--- src/rtl/iterative_divider.sv ---
// RV32M divide/remainder unit (DIV, DIVU, REM, REMU): radix-2 restoring division,
// one quotient bit per clock, with result and destination index presented for write-back.
module iterative_divider #(
   parameter int XLEN   = 32,
   parameter int ADDR_W = 5
) (
   input  logic              clk,
   input  logic              areset,
   input  logic              start,
   input  logic [1:0]        op,
   input  logic [XLEN-1:0]   dividend,
   input  logic [XLEN-1:0]   divisor,
   input  logic [ADDR_W-1:0] rd_in,
   input  logic              flush,
   output logic              ready,
   output logic              busy,
   output logic              done,
   output logic [XLEN-1:0]   result,
   output logic [ADDR_W-1:0] rd_out,
   output logic              we
);

   localparam int                CNT_W   = $clog2(XLEN);
   localparam logic [CNT_W-1:0]  LAST    = CNT_W'(XLEN - 1);
   localparam logic [XLEN-1:0]   MIN_INT = {1'b1, {(XLEN-1){1'b0}}};

   typedef enum logic [1:0] {IDLE, CALC, DONE} state_t;

   state_t            state;
   logic [CNT_W-1:0]  count;
   logic [XLEN-1:0]   q;
   logic [XLEN-1:0]   rem;
   logic [XLEN-1:0]   dvsr;
   logic              neg_q;
   logic              neg_r;
   logic              is_rem;
   logic [ADDR_W-1:0] rd_lat;

   // Accept-time decode: magnitudes, result signs and the two shortcut cases.
   logic            is_signed;
   logic            a_neg;
   logic            b_neg;
   logic            div_zero;
   logic            overflow;
   logic [XLEN-1:0] a_abs;
   logic [XLEN-1:0] b_abs;
   logic [XLEN-1:0] special_result;

   // NOTE: every always_comb output gets a value on every path, so no latch can be inferred.
   always_comb begin
      is_signed      = ~op[0];
      a_neg          = is_signed & dividend[XLEN-1];
      b_neg          = is_signed & divisor[XLEN-1];
      a_abs          = a_neg ? -dividend : dividend;
      b_abs          = b_neg ? -divisor : divisor;
      div_zero       = (divisor == '0);
      overflow       = is_signed && (dividend == MIN_INT) && (divisor == '1);
      special_result = '0;
      if (op[1])
         special_result = div_zero ? dividend : '0;
      else
         special_result = div_zero ? '1 : MIN_INT;
   end

   // One restoring step; the compare needs the bit shifted out of rem.
   logic [XLEN:0]   rem_shift;
   logic            ge;
   logic [XLEN-1:0] rem_sub;
   logic [XLEN-1:0] rem_next;
   logic [XLEN-1:0] q_next;
   logic [XLEN-1:0] quo_fin;
   logic [XLEN-1:0] rem_fin;

   always_comb begin
      rem_shift = {rem, q[XLEN-1]};
      ge        = (rem_shift >= {1'b0, dvsr});
      rem_sub   = rem_shift[XLEN-1:0] - dvsr;
      rem_next  = ge ? rem_sub : rem_shift[XLEN-1:0];
      q_next    = {q[XLEN-2:0], ge};
      quo_fin   = neg_q ? -q_next : q_next;
      rem_fin   = neg_r ? -rem_next : rem_next;
   end

   // NOTE: sequential state uses non-blocking assignments so every register samples pre-edge values.
   always_ff @(posedge clk) begin
      if (areset) begin
         state  <= IDLE;
         count  <= '0;
         q      <= '0;
         rem    <= '0;
         dvsr   <= '0;
         neg_q  <= 1'b0;
         neg_r  <= 1'b0;
         is_rem <= 1'b0;
         rd_lat <= '0;
         done   <= 1'b0;
         result <= '0;
         rd_out <= '0;
      end else begin
         case (state)
            IDLE: begin
               done <= 1'b0;
               if (start) begin
                  if (div_zero || overflow) begin
                     result <= special_result;
                     rd_out <= rd_in;
                     done   <= 1'b1;
                     state  <= DONE;
                  end else begin
                     q      <= a_abs;
                     rem    <= '0;
                     dvsr   <= b_abs;
                     neg_q  <= a_neg ^ b_neg;
                     neg_r  <= a_neg;
                     is_rem <= op[1];
                     rd_lat <= rd_in;
                     count  <= '0;
                     state  <= CALC;
                  end
               end
            end
            CALC: begin
               if (flush) begin
                  state <= IDLE;
               end else begin
                  q     <= q_next;
                  rem   <= rem_next;
                  count <= count + 1'b1;
                  if (count == LAST) begin
                     result <= is_rem ? rem_fin : quo_fin;
                     rd_out <= rd_lat;
                     done   <= 1'b1;
                     state  <= DONE;
                  end
               end
            end
            DONE: begin
               done  <= 1'b0;
               state <= IDLE;
            end
            default: begin
               done  <= 1'b0;
               state <= IDLE;
            end
         endcase
      end
   end

   assign ready = (state == IDLE);
   assign busy  = (state != IDLE);
   assign we    = done;

endmodule

--- config.mk ---
export PLATFORM = sky130hd
export DESIGN_NAME = iterative_divider
export DESIGN_NICKNAME = d
export VERILOG_FILES = /design/src/rtl/iterative_divider.sv
export SDC_FILE = /design/constraint.sdc
export NUM_CORES = 1
export LEC_CHECK = 0
export ABC_AREA = 0
export CORE_AREA = 2 2 157 159
export DETAILED_ROUTE_END_ITERATION = 8
export DIE_AREA = 0 0 159 161
export GPL_ROUTABILITY_DRIVEN = 1
export PLACE_DENSITY = 0.71
export SLEW_MARGIN = 30
export SYNTH_ARGS = -nofsm -noshare
export SYNTH_HDL_FRONTEND = slang
export SYNTH_SLANG_ARGS = --single-unit
--- constraint.sdc ---
create_clock -name clk -period 6.4 [get_ports clk]
set_input_delay 0.96 -clock clk [delete_from_list [all_inputs] [get_ports clk]]
set_output_delay 0.96 -clock clk [all_outputs]
set_load 0.02 [all_outputs]
==> results of run 1 <==
layout by cell type (no fill, tap or decap), types with 23 or more instances in the layout:
cell,instances
nor3_1,42
nand2_1,128
ha_1,39
o21ai_0,96
o211ai_1,25
nand3_1,27
clkdlybuf4s50_1,114
dfxtp_1,148
a211oi_1,66
mux2i_1,23
xnor2_1,70
a21oi_1,122
nor4_1,23
xor2_1,63
nor2_1,261
inv_1,62
cells by family after synthesis:
group	Yosys count	synth area share [%]
adder cells (fa/ha/maj)	40	4.31
multiplexers	25	2.15
AND/OR/NAND/NOR	602	23.7
AO/OA/AOI/OAI	491	28.3
buffers and inverters	177	6.04
flip-flops	149	25.3
XOR/XNOR	135	10.2
tightest hold or removal path: stages (launching register included):
cell,delay [ns]
dfxtp_1,0.31
nand2_1,0.05
a311oi_1,0.07
metal layers:
layer / vias up / global-route usage, % / wire length [um]
li1: 5893 / - / -
met1: 5676 / 38.7 / 16800
met4: 0 / 7.73 / 709
met2: 437 / 46.8 / 17100
met3: 58 / 3.60 / 2150
met5: - / 0 / 0
final timing paths:
path | from | endpoint | slack [ns]
worst max-delay path | dividend[1] | q[2] | 1.56
worst min-delay path | rd_lat[1] | rd_out[1] | 0.47
worst max register to register | dvsr[6] | result[30] | 1.61
worst min register to register | rd_lat[1] | rd_out[1] | 0.47
flip-flops by register name, summed over array words and instances (netlist names):
register,count
dvsr,32
q,32
rem,32
result,32
count,5
rd_lat,5
rd_out,5
state,2
done,1
is_rem,1
neg_q,1
neg_r,1
area by class of cell:
type / count / area, um^2 / area share (%)
inverters: 64 / 240 / 1.77
repair buffers: 130 / 1270 / 9.39
flip-flops and latches: 149 / 2980 / 22.0
clock inverters: 15 / 120 / 0.886
multi-input cells: 1293 / 8110 / 59.8
clock buffers: 17 / 425 / 3.14
well taps: 324 / 405 / 2.99
power by group through the flow:
stage               sequential (mW)  clock, mW  combinational (mW)
global route                   1.02       1.01               0.687
detailed placement             1.03          0               0.611
floorplan                      1.02          0               0.434
global placement               1.03          0               0.605
CTS                            1.01      0.976               0.615
finish                         1.02      0.970               0.625
stage by stage:
step | power [mW] | util, %
CTS | 2.60 | 56.6
finish | 2.61 | 56.6
global placement | 1.64 | 54.3
floorplan | 1.45 | -
detailed placement | 1.65 | 54.3
global route | 2.71 | 56.6
==> summary.txt, run 1 <==
GRT
  – Pin count of the biggest net entering global routing: 77
  – Vias in the first global route: approximately 11000
  – First-pass GRT wire length: about 60 mm
  – Remaining global-route overflow: 0
  – Antenna violations before repair: 0
  – Total GRT Usage: approximately 28%

Detailed routing
  – DRC viols: 0
  – Total wire length: roughly 37 mm
  – Vias: between 10000 and 15000
  – Routed Antenna Nets: 0
  – Drt pass-1 iters: 6
  – Iter 0 DRT Violations: ~1000
  – Avg Vias per Cell: roughly 6
  – DR WL/cell: approximately 18 um

Finish
  – Final non-filler cell total: between 1500 and 2000
  – Design Area, Final: around 0.014 mm^2
  – Fin nets: around 1800
  – Layout cells sized above 1: 6.12%
  – Layout area overhead: 15.1%
  – # diodes: 0
  – Fillers: 2324

Power
  – Peak supply drop: around 150 uV
  – Combinational Power Share: around a quarter
  – Pwr/cell area: around 190 mW/mm^2
  – Leak: 4.96 nW
  – Sw power: 0.900 mW
  – Int Power: roughly 1.7 mW
  – Flop pwr share: 38.9%
  – Sw Ratio: between 30% and 40%
  – Clock power share: 37.2%

Min path
  – Worst hold path depth: 2
  – Worst hold path type: flip-flop to flip-flop

Clock network
  – CTS tree: built
  – CTS Buffer Depth: 2
  – Htree depth: 4
  – Total CTS buffers: 17
  – Hold Buf Count CTS: 0
  – CTS clock-pin slew for the worst setup and hold paths: 0.07 ns
  – Clock sink count: 149
  – Setup Buffers After CTS: 0
  – Clk Latency, worst-skew pair: between 0.4 and 0.5 ns
  – Post_cts resized: 0
  – Clk root buf: clkbuf_16

Setup path
  – Worst Path Required: about 6.7 ns
  – Crit-path cells: clkdlybuf4s50_1, inv_1, ha_1, or3b_2, nor4_2, nand3_1, nor2b_1, nand2_1, o211ai_1, mux2i_1, nand2b_2, buf_12, a211oi_1, a21oi_1, nor2_1
  – CP max FO: 73
  – CP Capture Type: flip-flop
  – Crit-path max cell delay: between 0.4 and 0.5 ns
  – Cell family with most CP delay: simple AND/OR/NAND/NOR gates
  – Slowest cell on the critical path: or3b_2
  – Crit path DAT: between 5 and 6 ns
  – Buffer and inverter count on the worst path: 3
  – Reg2Reg Depth: 17
  – Startpoint Class: input port
  – Critical Path Stages: 15
  – Critical path type: input port to flip-flop

Die
  – Die Ht: roughly 160 um
  – Core footprint: roughly 0.024 mm^2
  – Die Area: ~0.026 mm^2
  – Ports: around 120
  – Starting Density: between 40% and 50%
  – Die width: between 150 and 200 um
  – # rows: between 50 and 60

Timing
  – Setup TNS Final: 0 ns
  – RSZ-0062 raised after global routing: false
  – Setup Viol. Count Final: 0
  – Final hold viol count: 0
  – Slew @ Worst Pin: 0.973 ns
  – Worst hold margin: 0.474 ns
  – Final min period: a little under 5 ns
  – Final worst setup slack: approximately 1.6 ns
  – Max-slew violations: 0
  – Crit share post-route: about 76%
  – Fmax: 207 MHz
  – Rel. slew slack: around a third
  – Post-Route Skew: ~0.012 ns

Synthesis
  – Top-count cell post-synth: nor2_1
  – Synth warnings: 0
  – Register area share after synthesis: roughly a quarter
  – Top post-synthesis cells by count: 263 x nor2_1, 149 x dfxtp_1, 128 x nand2_1, 122 x a21oi_1, 96 x o21ai_0
  – Largest cells by area after synthesis: dfxtp_1 25%, nor2_1 8.4%, xnor2_1 5.2%, a21oi_1 5.2%, xor2_1 4.7%
  – Mapped Nets: roughly 1700
  – Post-synth top area share: 25.3%
  – Syn_area_per_cell: between 7 and 8 um^2
  – Syn Inst Count: between 1500 and 2000
  – Synth Cell Area: between 0.01 and 0.015 mm^2
  – Synth Flop Type: dfxtp_1
  – Number of enable flip-flop cells after synthesis: 0
  – FF+latch count, synth: around 150
  – Yosys top cell by area: dfxtp_1
  – FFs w/ async S/R, synth: 0%
  – Synth unique cells: between 80 and 90

Run
  – Max-cap violations: 0

Placement
  – DP Cell Count: around 2000
  – Setup WS pre-CTS: around 1.2 ns
  – DP Area: 0.0130 mm^2
  – Post-DP HPWL: ~27 mm
  – # port buffers: around 120
  – Placer Congestion: roughly 1

Status
  – Outcome: finished clean
No activity file was read; power rests on OpenSTA's default activity.
==> inputs of run 2 (changes only) <==
clock period = 4.79 ns   (was 6.4 ns; I/O delays follow)
==> summary.txt, run 2 (synthesized netlist as in run 1, its figures left out) <==
Power
  – Power, Total: between 3 and 4 mW
  – Leak: 5.07 nW
  – Peak supply drop: 186 uV
  – Pwr/cell area: 256 mW/mm^2

Setup path
  – Crit-path max cell delay: ~0.47 ns
  – Worst Path Required: 5.14 ns
  – CP max FO: 9
  – Startpoint Class: flip-flop
  – Critical path type: flip-flop to flip-flop
  – Worst reg-to-reg setup slack: between 0.4 and 0.5 ns
  – Critical Path Most Common Cell: or3_1
  – Critical Path Stages: 16
  – Buffer and inverter count on the worst path: 1
  – Reg2Reg Depth: 16
  – Crit-path cells: ha_1, a21oi_1, o21ai_1, a221oi_2, nand3_2, o21a_4, inv_2, ha_2, nand3_1, or3_1, or3_1, o31ai_1, xnor2_1, o211ai_1, a31oi_1, a211oi_1
  – Crit path DAT: 4.70 ns
  – CP Capture Type: flip-flop
  – Cell family with most CP delay: compound AO/OA/AOI/OAI gates
  – Slowest cell on the critical path: or3_1

Detailed routing
  – Vias: 12200
  – Total wire length: roughly 38 mm
  – DRC viols: 0
  – Drt pass-1 iters: 6
  – Routed Antenna Nets: 0
  – Iter 0 DRT Violations: roughly 960
  – DR WL/cell: 18.8 um
  – Avg Vias per Cell: between 6 and 7

Finish
  – Fillers: ~2400
  – Layout cells sized above 1: a little over 7%
  – Commonest non-fill, non-tap cell in the layout: nor2_1
  – Fin util: approximately 57%
  – Fin nets: 1788
  – Final non-filler cell total: 2009
  – # diodes: 0
  – Commonest cells after routing, fill and taps aside: 260 x nor2_1, 149 x dfxtp_1, 128 x nand2_1
  – Design Area, Final: ~0.014 mm^2
  – Layout area overhead: 16.7%

Status
  – Outcome: finished clean

Placement
  – Placer Congestion: between 0.9 and 1
  – Setup WS pre-CTS: 0.0717 ns
  – # port buffers: 115
  – DP Cell Count: 1978
  – DP Area: about 0.013 mm^2
  – Post-DP HPWL: around 28 mm

Timing
  – Final hold viol count: 0
  – RSZ-0062 raised after global routing: false
  – Crit share post-route: 90.9%
  – Fmax: roughly 230 MHz
  – Rel. slew slack: slightly below 30%
  – Setup TNS Final: 0 ns
  – Slew @ Worst Pin: between 1 and 1.5 ns
  – Post-Route Skew: roughly 0.017 ns
  – Setup Viol. Count Final: 0
  – Max-slew violations: 0
  – Final min period: approximately 4.4 ns
  – Final worst setup slack: about 0.44 ns
  – Worst hold margin: between 0.4 and 0.5 ns

GRT
  – Remaining global-route overflow: 0
  – Total GRT Usage: 29.1%
  – Vias in the first global route: 11300
  – Antenna violations before repair: 1
  – First-pass GRT wire length: 60.5 mm
  – Pin count of the biggest net entering global routing: 69

Run
  – Max-cap violations: 0

Clock network
  – Clk root buf: clkbuf_16
  – Clk Latency, worst-skew pair: between 0.4 and 0.5 ns
  – Clock sink count: between 100 and 150
  – Htree depth: 4
  – CTS tree: built
  – CTS clock-pin slew for the worst setup and hold paths: 0.07 ns
  – Total CTS buffers: 17
  – CTS Buffer Depth: 2
  – Setup Buffers After CTS: 0

Die
  – Die width: about 160 um
  – Die Area: around 0.026 mm^2
  – Die Ht: between 150 and 200 um
  – Core footprint: 0.0240 mm^2
  – Ports: approximately 120
  – Starting Density: between 40% and 50%
  – # rows: 57

Min path
  – Worst hold path type: flip-flop to flip-flop
  – Worst hold path depth: 2
run 2: cell types whose count changed in the layout (fill, tap and decap cells not counted), moves of 2 or more:
cell,before,now
buf_4,15,30
buf_12,1,4
inv_6,7,4
clkinv_4,0,2
clkinvlp_4,5,3
inv_8,1,3
run 2: repair_timing:
action | 4_1_cts | 5_1_grt
hold buffers | 0 | 0
resized for setup | 0 | 1
setup endpoints to repair | 0 | 1
run 2: worst paths after layout:
check | from | endpoint
max | rem[15] | result[30]
min | rd_lat[4] | rd_out[4]
max reg2reg | rem[15] | result[30]
min reg2reg | rd_lat[4] | rd_out[4]
run 2: metal layers:
| metal | GRT usage (%) | vias up | wire (um) |
|---|---|---|---|
| met3 | 4.57 | 69 | 2440 |
| met1 | 39.1 | 5703 | 17000 |
| met5 | 0 | - | 13 |
| met4 | 9.67 | 2 | 921 |
| li1 | - | 5941 | - |
| met2 | 47.9 | 458 | 17400 |
run 2: final cells by class:
class	count	area, um^2	area share, %
flip-flops and latches	149	2980	21.7
multi-input cells	1293	8120	59.0
inverters	64	240	1.75
clock inverters	13	114	0.828
well taps	324	405	2.95
clock buffers	18	439	3.20
repair buffers	148	1450	10.5
run 2: worst register-to-register path, delay by kind of cell, from the launching register on:
family / cells / cell delay [ns]
compound gates: 8 / 1.76
xor+xnor: 1 / 0.10
simple gates: 4 / 1.23
fa+ha+maj: 2 / 0.70
flops: 1 / 0.36
buf+inv: 1 / 0.12
run 2: power by group:
| group | internal [mW] | switching [mW] |
|---|---|---|
| logic | 0.329 | 0.526 |
| registers | 1.29 | 0.0630 |
| clock network | 0.691 | 0.613 |
| total | 2.31 | 1.20 |
